==> src/rtl/pc_pkg.sv <==
// Shared types for the program-counter sequencer: next-PC source select and
// the RAS occupancy-count width helper.
package pc_pkg;

   typedef enum logic [1:0] {
      PC_SEL_SEQ,
      PC_SEL_BR,
      PC_SEL_JMP,
      PC_SEL_RET
   } pc_sel_e;

   // Count must represent 0..depth inclusive, hence one bit beyond the pointer.
   function automatic int unsigned ras_cnt_w(input int unsigned depth);
      return $clog2(depth) + 1;
   endfunction

endpackage

==> src/rtl/ras_stack.sv <==
// Circular return-address stack: a push while full overwrites the oldest entry
// and sets a sticky overflow flag. Clear empties the stack without touching storage.
module ras_stack
   import pc_pkg::*;
#(
   parameter int unsigned PC_W      = 8,
   parameter int unsigned RAS_DEPTH = 4
) (
   input  logic            clk,
   input  logic            rst,
   input  logic            push,
   input  logic            pop,
   input  logic            clear,
   input  logic [PC_W-1:0] wdata,
   output logic [PC_W-1:0] top,
   output logic            empty,
   output logic            full,
   output logic            overflow
);

   localparam int unsigned PTR_W = $clog2(RAS_DEPTH);
   localparam int unsigned CNT_W = ras_cnt_w(RAS_DEPTH);
   localparam logic [CNT_W-1:0] DEPTH_C = CNT_W'(RAS_DEPTH);

   logic [PC_W-1:0]  mem [RAS_DEPTH];
   logic [PTR_W-1:0] ptr_q, ptr_d, top_idx;
   logic [CNT_W-1:0] cnt_q, cnt_d;
   logic             ovf_q, ovf_d;

   // ptr addresses the next free slot; the top is the slot just below it.
   assign top_idx  = ptr_q - PTR_W'(1);
   assign top      = mem[top_idx];
   assign empty    = (cnt_q == '0);
   assign full     = (cnt_q == DEPTH_C);
   assign overflow = ovf_q;

   always_comb begin
      ptr_d = ptr_q;
      cnt_d = cnt_q;
      ovf_d = ovf_q;
      if (clear) begin
         cnt_d = '0;
      end else if (push) begin
         ptr_d = ptr_q + PTR_W'(1);
         if (full) begin
            ovf_d = 1'b1;
         end else begin
            cnt_d = cnt_q + CNT_W'(1);
         end
      end else if (pop && !empty) begin
         ptr_d = top_idx;
         cnt_d = cnt_q - CNT_W'(1);
      end
   end

   always_ff @(posedge clk or posedge rst) begin
      if (rst) begin
         ptr_q <= '0;
         cnt_q <= '0;
         ovf_q <= 1'b0;
      end else begin
         ptr_q <= ptr_d;
         cnt_q <= cnt_d;
         ovf_q <= ovf_d;
      end
   end

   always_ff @(posedge clk) begin
      if (push && !clear) begin
         mem[ptr_q] <= wdata;
      end
   end

endmodule

==> src/rtl/pc_sequencer.sv <==
// Next-PC selection with a return-address stack. Define PC_RAS_CHECK_EN to
// verify popped return addresses against jr_target and flush the RAS on mismatch.
module pc_sequencer
   import pc_pkg::*;
#(
   parameter int unsigned PC_W      = 8,
   parameter int unsigned PC_STEP   = 1,
   parameter int unsigned RESET_PC  = 0,
   parameter int unsigned RAS_DEPTH = 4
) (
   input  logic            clk,
   input  logic            rst,
   input  logic            stall,
   input  logic            branch_taken,
   input  logic [PC_W-1:0] branch_target,
   input  logic            jump,
   input  logic            jal,
   input  logic [PC_W-1:0] jump_target,
   input  logic            ret,
   input  logic [PC_W-1:0] jr_target,
   output logic [PC_W-1:0] pc_output,
   output logic [PC_W-1:0] pc_plus_step,
   output logic            ras_empty,
   output logic            ras_full,
   output logic            ras_overflow,
   output logic            ras_underflow,
   output logic            ras_mismatch
);

   localparam logic [PC_W-1:0] STEP_C  = PC_W'(PC_STEP);
   localparam logic [PC_W-1:0] RESET_C = PC_W'(RESET_PC);

   pc_sel_e         sel;
   logic [PC_W-1:0] pc_q, pc_d, ret_target, ras_top;
   logic            push, pop, clear;
   logic            unf_d, unf_q;
`ifdef PC_RAS_CHECK_EN
   logic            mm_d, mm_q;
`endif

   assign pc_output    = pc_q;
   assign pc_plus_step = pc_q + STEP_C;

   ras_stack #(
      .PC_W      (PC_W),
      .RAS_DEPTH (RAS_DEPTH)
   ) u_ras (
      .clk      (clk),
      .rst      (rst),
      .push     (push),
      .pop      (pop),
      .clear    (clear),
      .wdata    (pc_plus_step),
      .top      (ras_top),
      .empty    (ras_empty),
      .full     (ras_full),
      .overflow (ras_overflow)
   );

   always_comb begin
      sel        = PC_SEL_SEQ;
      push       = 1'b0;
      pop        = 1'b0;
      clear      = 1'b0;
      unf_d      = 1'b0;
      ret_target = jr_target;
`ifdef PC_RAS_CHECK_EN
      mm_d       = 1'b0;
`endif
      if (!stall) begin
         if (jump || jal) begin
            sel  = PC_SEL_JMP;
            push = jal;
         end else if (ret) begin
            sel = PC_SEL_RET;
            if (ras_empty) begin
               unf_d = 1'b1;
            end else begin
`ifdef PC_RAS_CHECK_EN
               // A stale prediction means the stack is out of sync; drop it all.
               if (ras_top != jr_target) begin
                  clear = 1'b1;
                  mm_d  = 1'b1;
               end else begin
                  pop        = 1'b1;
                  ret_target = ras_top;
               end
`else
               pop        = 1'b1;
               ret_target = ras_top;
`endif
            end
         end else if (branch_taken) begin
            sel = PC_SEL_BR;
         end
      end

      pc_d = pc_q;
      if (!stall) begin
         unique case (sel)
            PC_SEL_SEQ: pc_d = pc_plus_step;
            PC_SEL_BR:  pc_d = branch_target;
            PC_SEL_JMP: pc_d = jump_target;
            PC_SEL_RET: pc_d = ret_target;
            default:    pc_d = pc_plus_step;
         endcase
      end
   end

   always_ff @(posedge clk or posedge rst) begin
      if (rst) begin
         pc_q  <= RESET_C;
         unf_q <= 1'b0;
      end else begin
         pc_q  <= pc_d;
         unf_q <= unf_d;
      end
   end

   assign ras_underflow = unf_q;

`ifdef PC_RAS_CHECK_EN
   always_ff @(posedge clk or posedge rst) begin
      if (rst) begin
         mm_q <= 1'b0;
      end else begin
         mm_q <= mm_d;
      end
   end

   assign ras_mismatch = mm_q;
`else
   assign ras_mismatch = 1'b0;
`endif

endmodule

==> config.mk <==
export PLATFORM = sky130hd
export DESIGN_NAME = pc_sequencer
export DESIGN_NICKNAME = d
export VERILOG_FILES = /design/src/rtl/pc_pkg.sv /design/src/rtl/ras_stack.sv /design/src/rtl/pc_sequencer.sv
export SDC_FILE = /design/constraint.sdc
export NUM_CORES = 1
export LEC_CHECK = 0
export CAP_MARGIN = 30
export CELL_PAD_IN_SITES_DETAIL_PLACEMENT = 1
export CELL_PAD_IN_SITES_GLOBAL_PLACEMENT = 1
export CORE_MARGIN = 3
export CORE_UTILIZATION = 41
export CTS_CLUSTER_SIZE = 16
export DETAILED_ROUTE_END_ITERATION = 6
export GPL_TIMING_DRIVEN = 0
export MAX_ROUTING_LAYER = met4
export PLACE_DENSITY_LB_ADDON = 0.1
export SLEW_MARGIN = 20
export SYNTH_ARGS = -nofsm -noshare
export SYNTH_HDL_FRONTEND = slang
export SYNTH_SLANG_ARGS = --single-unit
==> constraint.sdc <==
create_clock -name clk -period 3.1 [get_ports clk]
set_input_delay 0.775 -clock clk [delete_from_list [all_inputs] [get_ports clk]]
set_output_delay 0.775 -clock clk [all_outputs]
set_load 0.01 [all_outputs]
### Word level (Yosys, flattened, before mapping)

Memory sizes are Yosys's and may differ from the RTL's.
Cells that the tools add are included.
Widths: inputs -> output; s select.

* input bits: 31
* memories kept: 1
* RAM bits: 32
* register bits: 15

Memory list
* u_ras.mem: depth 4, width 8, read ports 1, clocked after Yosys merged registers in 0, wr ports 1, line ras_stack.sv:25 `logic [PC_W-1:0] mem [RAS_DEPTH];`

* equal/unequal tests: 5
* $add $sub $neg: 5
* reductions and logical operators: 8
* multiplexer cells: 25

Operator list (count)
* $pmux 8 s4: 1
* $mux 8: 3
* $mux 1: 13
* $mux 2: 5
* $mux 3: 3
* $add 8x1->8 const B: 1
* $eq 2x2->1 const B: 2
* $reduce_and 2->1: 2
* $add 3x1->3 const B: 1
* $eq 3x3->1 const B: 1
* $logic_not 3->1: 1
* $sub 3x1->3 const B: 1
* $add 2x1->2 const B: 1
* $eq 2x1->1 const B: 1
* $logic_not 2->1: 1
* $ne 2x2->1 const B: 1
* $reduce_bool 2->1: 1
* $sub 2x1->2 const B: 1
* $logic_and 1x1->1: 1
* $logic_not 1->1: 1
* $logic_or 1x1->1: 1

### Depth between registers and ports, before layout

* depth after elaboration: 8
* mapped depth: 8
* gate-level depth less buffers: 6

### By module

From an unflattened synthesis, not the netlist that was laid out.

* cells, all modules: 194
* area total of the unflattened synthesis: 2499.9 um2

By module, submodules not included
* ras_stack: times used 1, area each 1619.1 um2, cells an instance 91
* pc_sequencer: times used 1, area each 880.8 um2, cells an instance 103

### Least setup slack after synthesis

Ideal clock, no wire load.

* kind: register -> register
* start: register u_ras.ptr_q[0]
* end: register pc_q[3], in the netlist pc_output[3]
* library setup time: 0.144 ns
* required time: 2.956 ns
* setup slack: 0.916 ns
* clock period less this slack: 2.184 ns
* stages on the path, launching flop included: 9
* data arrival time: 2.040 ns
* cell sequence: dfrtp_1 buf_2 inv_1 ha_1 clkbuf_1 mux4_2 mux2_2 nand2_1 a31oi_1

* cells in the longest elaborated chain, start to end: 6

Ends and longest elaborated chain
* start, declared: line ras_stack.sv:26 `logic [PTR_W-1:0] ptr_q, ptr_d, top_idx;`
* start signal, assigned: line ras_stack.sv:62 `ptr_q <= ptr_d;`
* $sub 2x1->2: line ras_stack.sv:31 `assign top_idx = ptr_q - PTR_W'(1);`
* $mem_v2 4x8
* $mux 8: line pc_sequencer.sv:76 `if (ras_empty) begin`
* $mux 8: line pc_sequencer.sv:74 `end else if (ret) begin`
* $mux 8: line pc_sequencer.sv:71 `if (jump || jal) begin`
* $pmux 8 s4: line pc_sequencer.sv:100 `unique case (sel)`
* end signal, assigned: line pc_sequencer.sv:115 `pc_q <= pc_d;`
* end, declared: line pc_sequencer.sv:34 `logic [PC_W-1:0] pc_q, pc_d, ret_target, ras_top;`

Every way passes these cells.
A chain may end at the register's enable or synchronous reset.

### Worst setup path after layout

* start: register pc_q[0], in the netlist pc_output[0]
* end: output port pc_plus_step[6]

* cells in the longest elaborated chain, start to end: 1

Ends and longest elaborated chain
* $add 8x1->8: line pc_sequencer.sv:42 `assign pc_plus_step = pc_q + STEP_C;`
* end, declared: line pc_sequencer.sv:22 `output logic [PC_W-1:0] pc_plus_step,`

Every way passes these cells.

==> flow_summary_export.csv <==
group,metric,value,unit
floorplan,core,5710,um^2
global_routing,grt_pass1_vias,1910,
place,placed_area,3060,um^2
synthesis,syn_avg_cell_area,12.8,um^2
clock_network,cts_buffers,5,
synthesis,synth_fp_nets,232,
timing,worst_slack,0.155,ns
synthesis,ys_warn_count,0,
synthesis,synth_enable_flop_cells,32,
setup_path,critical_path.cell_chain,"ha_2, nand2_1, nor2_2, xor2_2, clkdlybuf4s50_1",
synthesis,synth.area.top_cells,"edfxtp_1 39%, dfrtp_1 15%, mux4_2 7.2%",
setup_path,cp_max_fo,7,
min_path,hp-class,"reg -> reg",
run,max_cap_violations,0,
synthesis,ys_seq_elements,47,
floorplan,ios,52,
timing,slew_violations,0,
synthesis,yosysTopAreaCell,"edfxtp_1",
timing,worstMarginPinSlew,0.640,ns
cells_and_area,final_common_cell,"clkdlybuf4s50_1",
place,gp_congestion,0.764,
cells_and_area,layout-drive-gt1-share,20.3,%
setup_path,crit_path_max_incr_delay,0.58,ns
global_routing,grt_use_total,19.6,%
synthesis,synth_top_area_share,38.5,%
cells_and_area,fillers,583,
routing,firstDrtPassIters,4,
global_routing,grt_pass1_wl,10400,um
floorplan,row_count,27,
timing,setup_viol,0,
pwr,power.density,666,nW/um^2
setup_path,cpMaxStageDelayCell,"clkdlybuf4s50_1",
global_routing,grt_max_degree,16,
timing,fin_skew,0.00870,ns
timing,period_share,95.0,%
place,dp.cells,315,
setup_path,crit_buf_inv,1,
timing,hold_violations,0,
timing,fmax,340,MHz
synthesis,seq_area_frac_synth,53.6,%
place,io_buffers,48,
cells_and_area,mostFrequentLayoutCells,"48 x clkdlybuf4s50_1, 32 x edfxtp_1, 14 x dfrtp_1, 11 x o21ai_0, 11 x a21oi_1",
cells_and_area,final_core_util,56.7,%
timing,timing.max_slew.rel_slack,57.3,%
cells_and_area,regArea,1340,um^2
routing,detail_route.vias_per_cell,5.54,
clock_network,clk_latency,0.31,ns
synthesis,synth_ff_type,"edfxtp_1",
min_path,holdPathStages,1,
pwr,power_leakage,1.14,nW
floorplan,start_util,43.7,%
synthesis,async_flop_share,31.9,%
timing,final.min_clock_period,2.94,ns
pwr,peakVddDrop,0.000376,V
floorplan,die_h,84.0,um
place,dp_hpwl,4520,um
synthesis,netlist_instances,195,
min_path,whs_endpoint,"u_ras.overflow",
setup_path,cp.required,2.32,ns
outcome,status,"finished clean",
setup_path,rr_startpoint,"u_ras.ptr_q[0]",
synthesis,yosysUniqueCellTypes,47,
setup_path,r2r_end,"pc_output[4]",
routing,post_drt_wl_per_cell,19.4,um
global_routing,grt-ovfl-total,0,
setup_path,critPathArrivalTime,2.17,ns
cells_and_area,syn_to_final_growth,29.8,%
routing,post-route-drc-count,0,
place,dp_slack,0.0915,ns
min_path,min-delay-start,"u_ras.overflow",
clock_network,htreeDepth,2,
timing,grt_setup_unrepaired,"yes",
routing,routed_wl,6270,um
setup_path,critPathLaunchType,"register",
routing,via_count,1791,
synthesis,synth_area,2490,um^2
cells_and_area,n_antenna_cell,0,
clock_network,root_buffer,"clkbuf_8",
cells_and_area,multi_input_area,1110,um^2
cells_and_area,design_area,3240,um^2
floorplan,die-area,7050,um^2
cells_and_area,nets,288,
setup_path,endpoint_kind,"primary output",
routing,ant_nets,0,
setup_path,ff2ff_path_depth,8,
cells_and_area,instances_no_fill,323,
global_routing,grt_antenna_before_repair,0,
clock_network,clock-sinks,47,
floorplan,die_w,84.0,um
setup_path,critical_path_class,"reg -> out",
clock_network,cts_tree,"done",
clock_network,clkTransAtPathRegs,0.09,ns
routing,drtIter0Drc,73,
clock_network,clk_path_buf_depth,2,
setup_path,reg2reg_slack,0.53,ns
setup_path,critical-path-top-delay-family,"buffers and inverters",
-- state kept, by name (all words and copies together), names as in the netlist --
name and cells:
pc_output 8, ras_underflow 1, u_ras.cnt_q 3, u_ras.mem 32, u_ras.overflow 1, u_ras.ptr_q 2
-- synthesized netlist by cell type (2+ instances only) --
cell type,count
nor3_1,6
and2_1,7
a211oi_2,2
o22ai_1,4
a221oi_1,2
clkbuf_1,5
mux4_2,8
a31oi_1,3
nand2_1,7
xnor2_1,4
mux2_2,2
ha_1,5
nand3_1,3
nor2b_1,10
buf_2,6
edfxtp_1,32
dfrtp_1,15
xor2_1,4
nand4_1,3
nor2_1,8
inv_1,8
a221oi_2,3
o31ai_1,4
a21oi_1,11
o21ai_0,11
-- kinds of logic (layout without fill, tap and decap cells) --
group,count (synthesis),in the layout,synth area share (%)
AND/OR/NAND/NOR,52,52,13.3
AO/OA/AOI/OAI,50,50,14.8
flip-flops,47,47,53.6
buffers and inverters,21,77,3.91
multiplexers,10,10,8.13
XOR/XNOR,8,8,2.81
adder cells (fa/ha/maj),6,6,3.31
other,1,1,0.150
-- metal layers --
metal / share of wire (%) / track usage, % / vias up
li1: - / - / 845
met1: 48 / 27.8 / 890
met2: 47 / 28.6 / 49
met3: 4.0 / 3.75 / 7
met4: 1.0 / 5.70 / 0
met5: 0 / - / -
-- worst max path at each step --
| stage | startpoint | endpoint | slack [ns] | cells after the start |
|---|---|---|---|---|
| 2_1_floorplan | u_ras.ptr_q[0] | pc_output[3] | 0.92 | 8 |
| 3_3_place_gp | pc_output[2] | pc_plus_step[7] | 0.10 | 5 |
| 3_5_place_dp | pc_output[2] | pc_plus_step[7] | 0.09 | 5 |
| 4_1_cts | pc_output[0] | pc_plus_step[6] | 0.04 | 5 |
| 5_1_grt | pc_output[2] | pc_plus_step[5] | -0.06 | 5 |
| 6_report | pc_output[0] | pc_plus_step[6] | 0.16 | 5 |
-- report_power, final --
part | internal, mW | switching, mW | total [mW]
Clock | 0.236 | 0.214 | 0.450
Combinational | 0.411 | 0.391 | 0.802
Sequential | 0.796 | 0.107 | 0.903
Total | 1.44 | 0.713 | 2.15
-- metrics by stage --
step           hold WS, ns  total power [mW]  setup TNS, ns
5_1_grt              0.532              2.29        -0.0577
3_5_place_dp         0.486              1.70              0
3_3_place_gp         0.440              1.68              0
4_1_cts              0.507              2.16              0
2_1_floorplan        0.493              1.41              0
6_report             0.501              2.15              0
-- what timing repair did --
item | CTS | global route
setup buffers | 0 | 2
setup endpoints to repair | 4 | 5
pin swaps | 0 | 1
endpoints found under the hold margin | 0 | 0
hold buffers | 0 | 0
gates resized for setup | 7 | 5
-- layout make-up --
cell class | count | area share, %
sequential | 47 | 41.3
multi-input combinational | 127 | 34.4
timing repair buffer | 50 | 15.3
tap | 72 | 2.78
clock buffer | 5 | 2.13
buffer | 12 | 2.01
clock inverter | 2 | 1.16
inverter | 8 | 0.928
(Power assumes the default switching activity.)
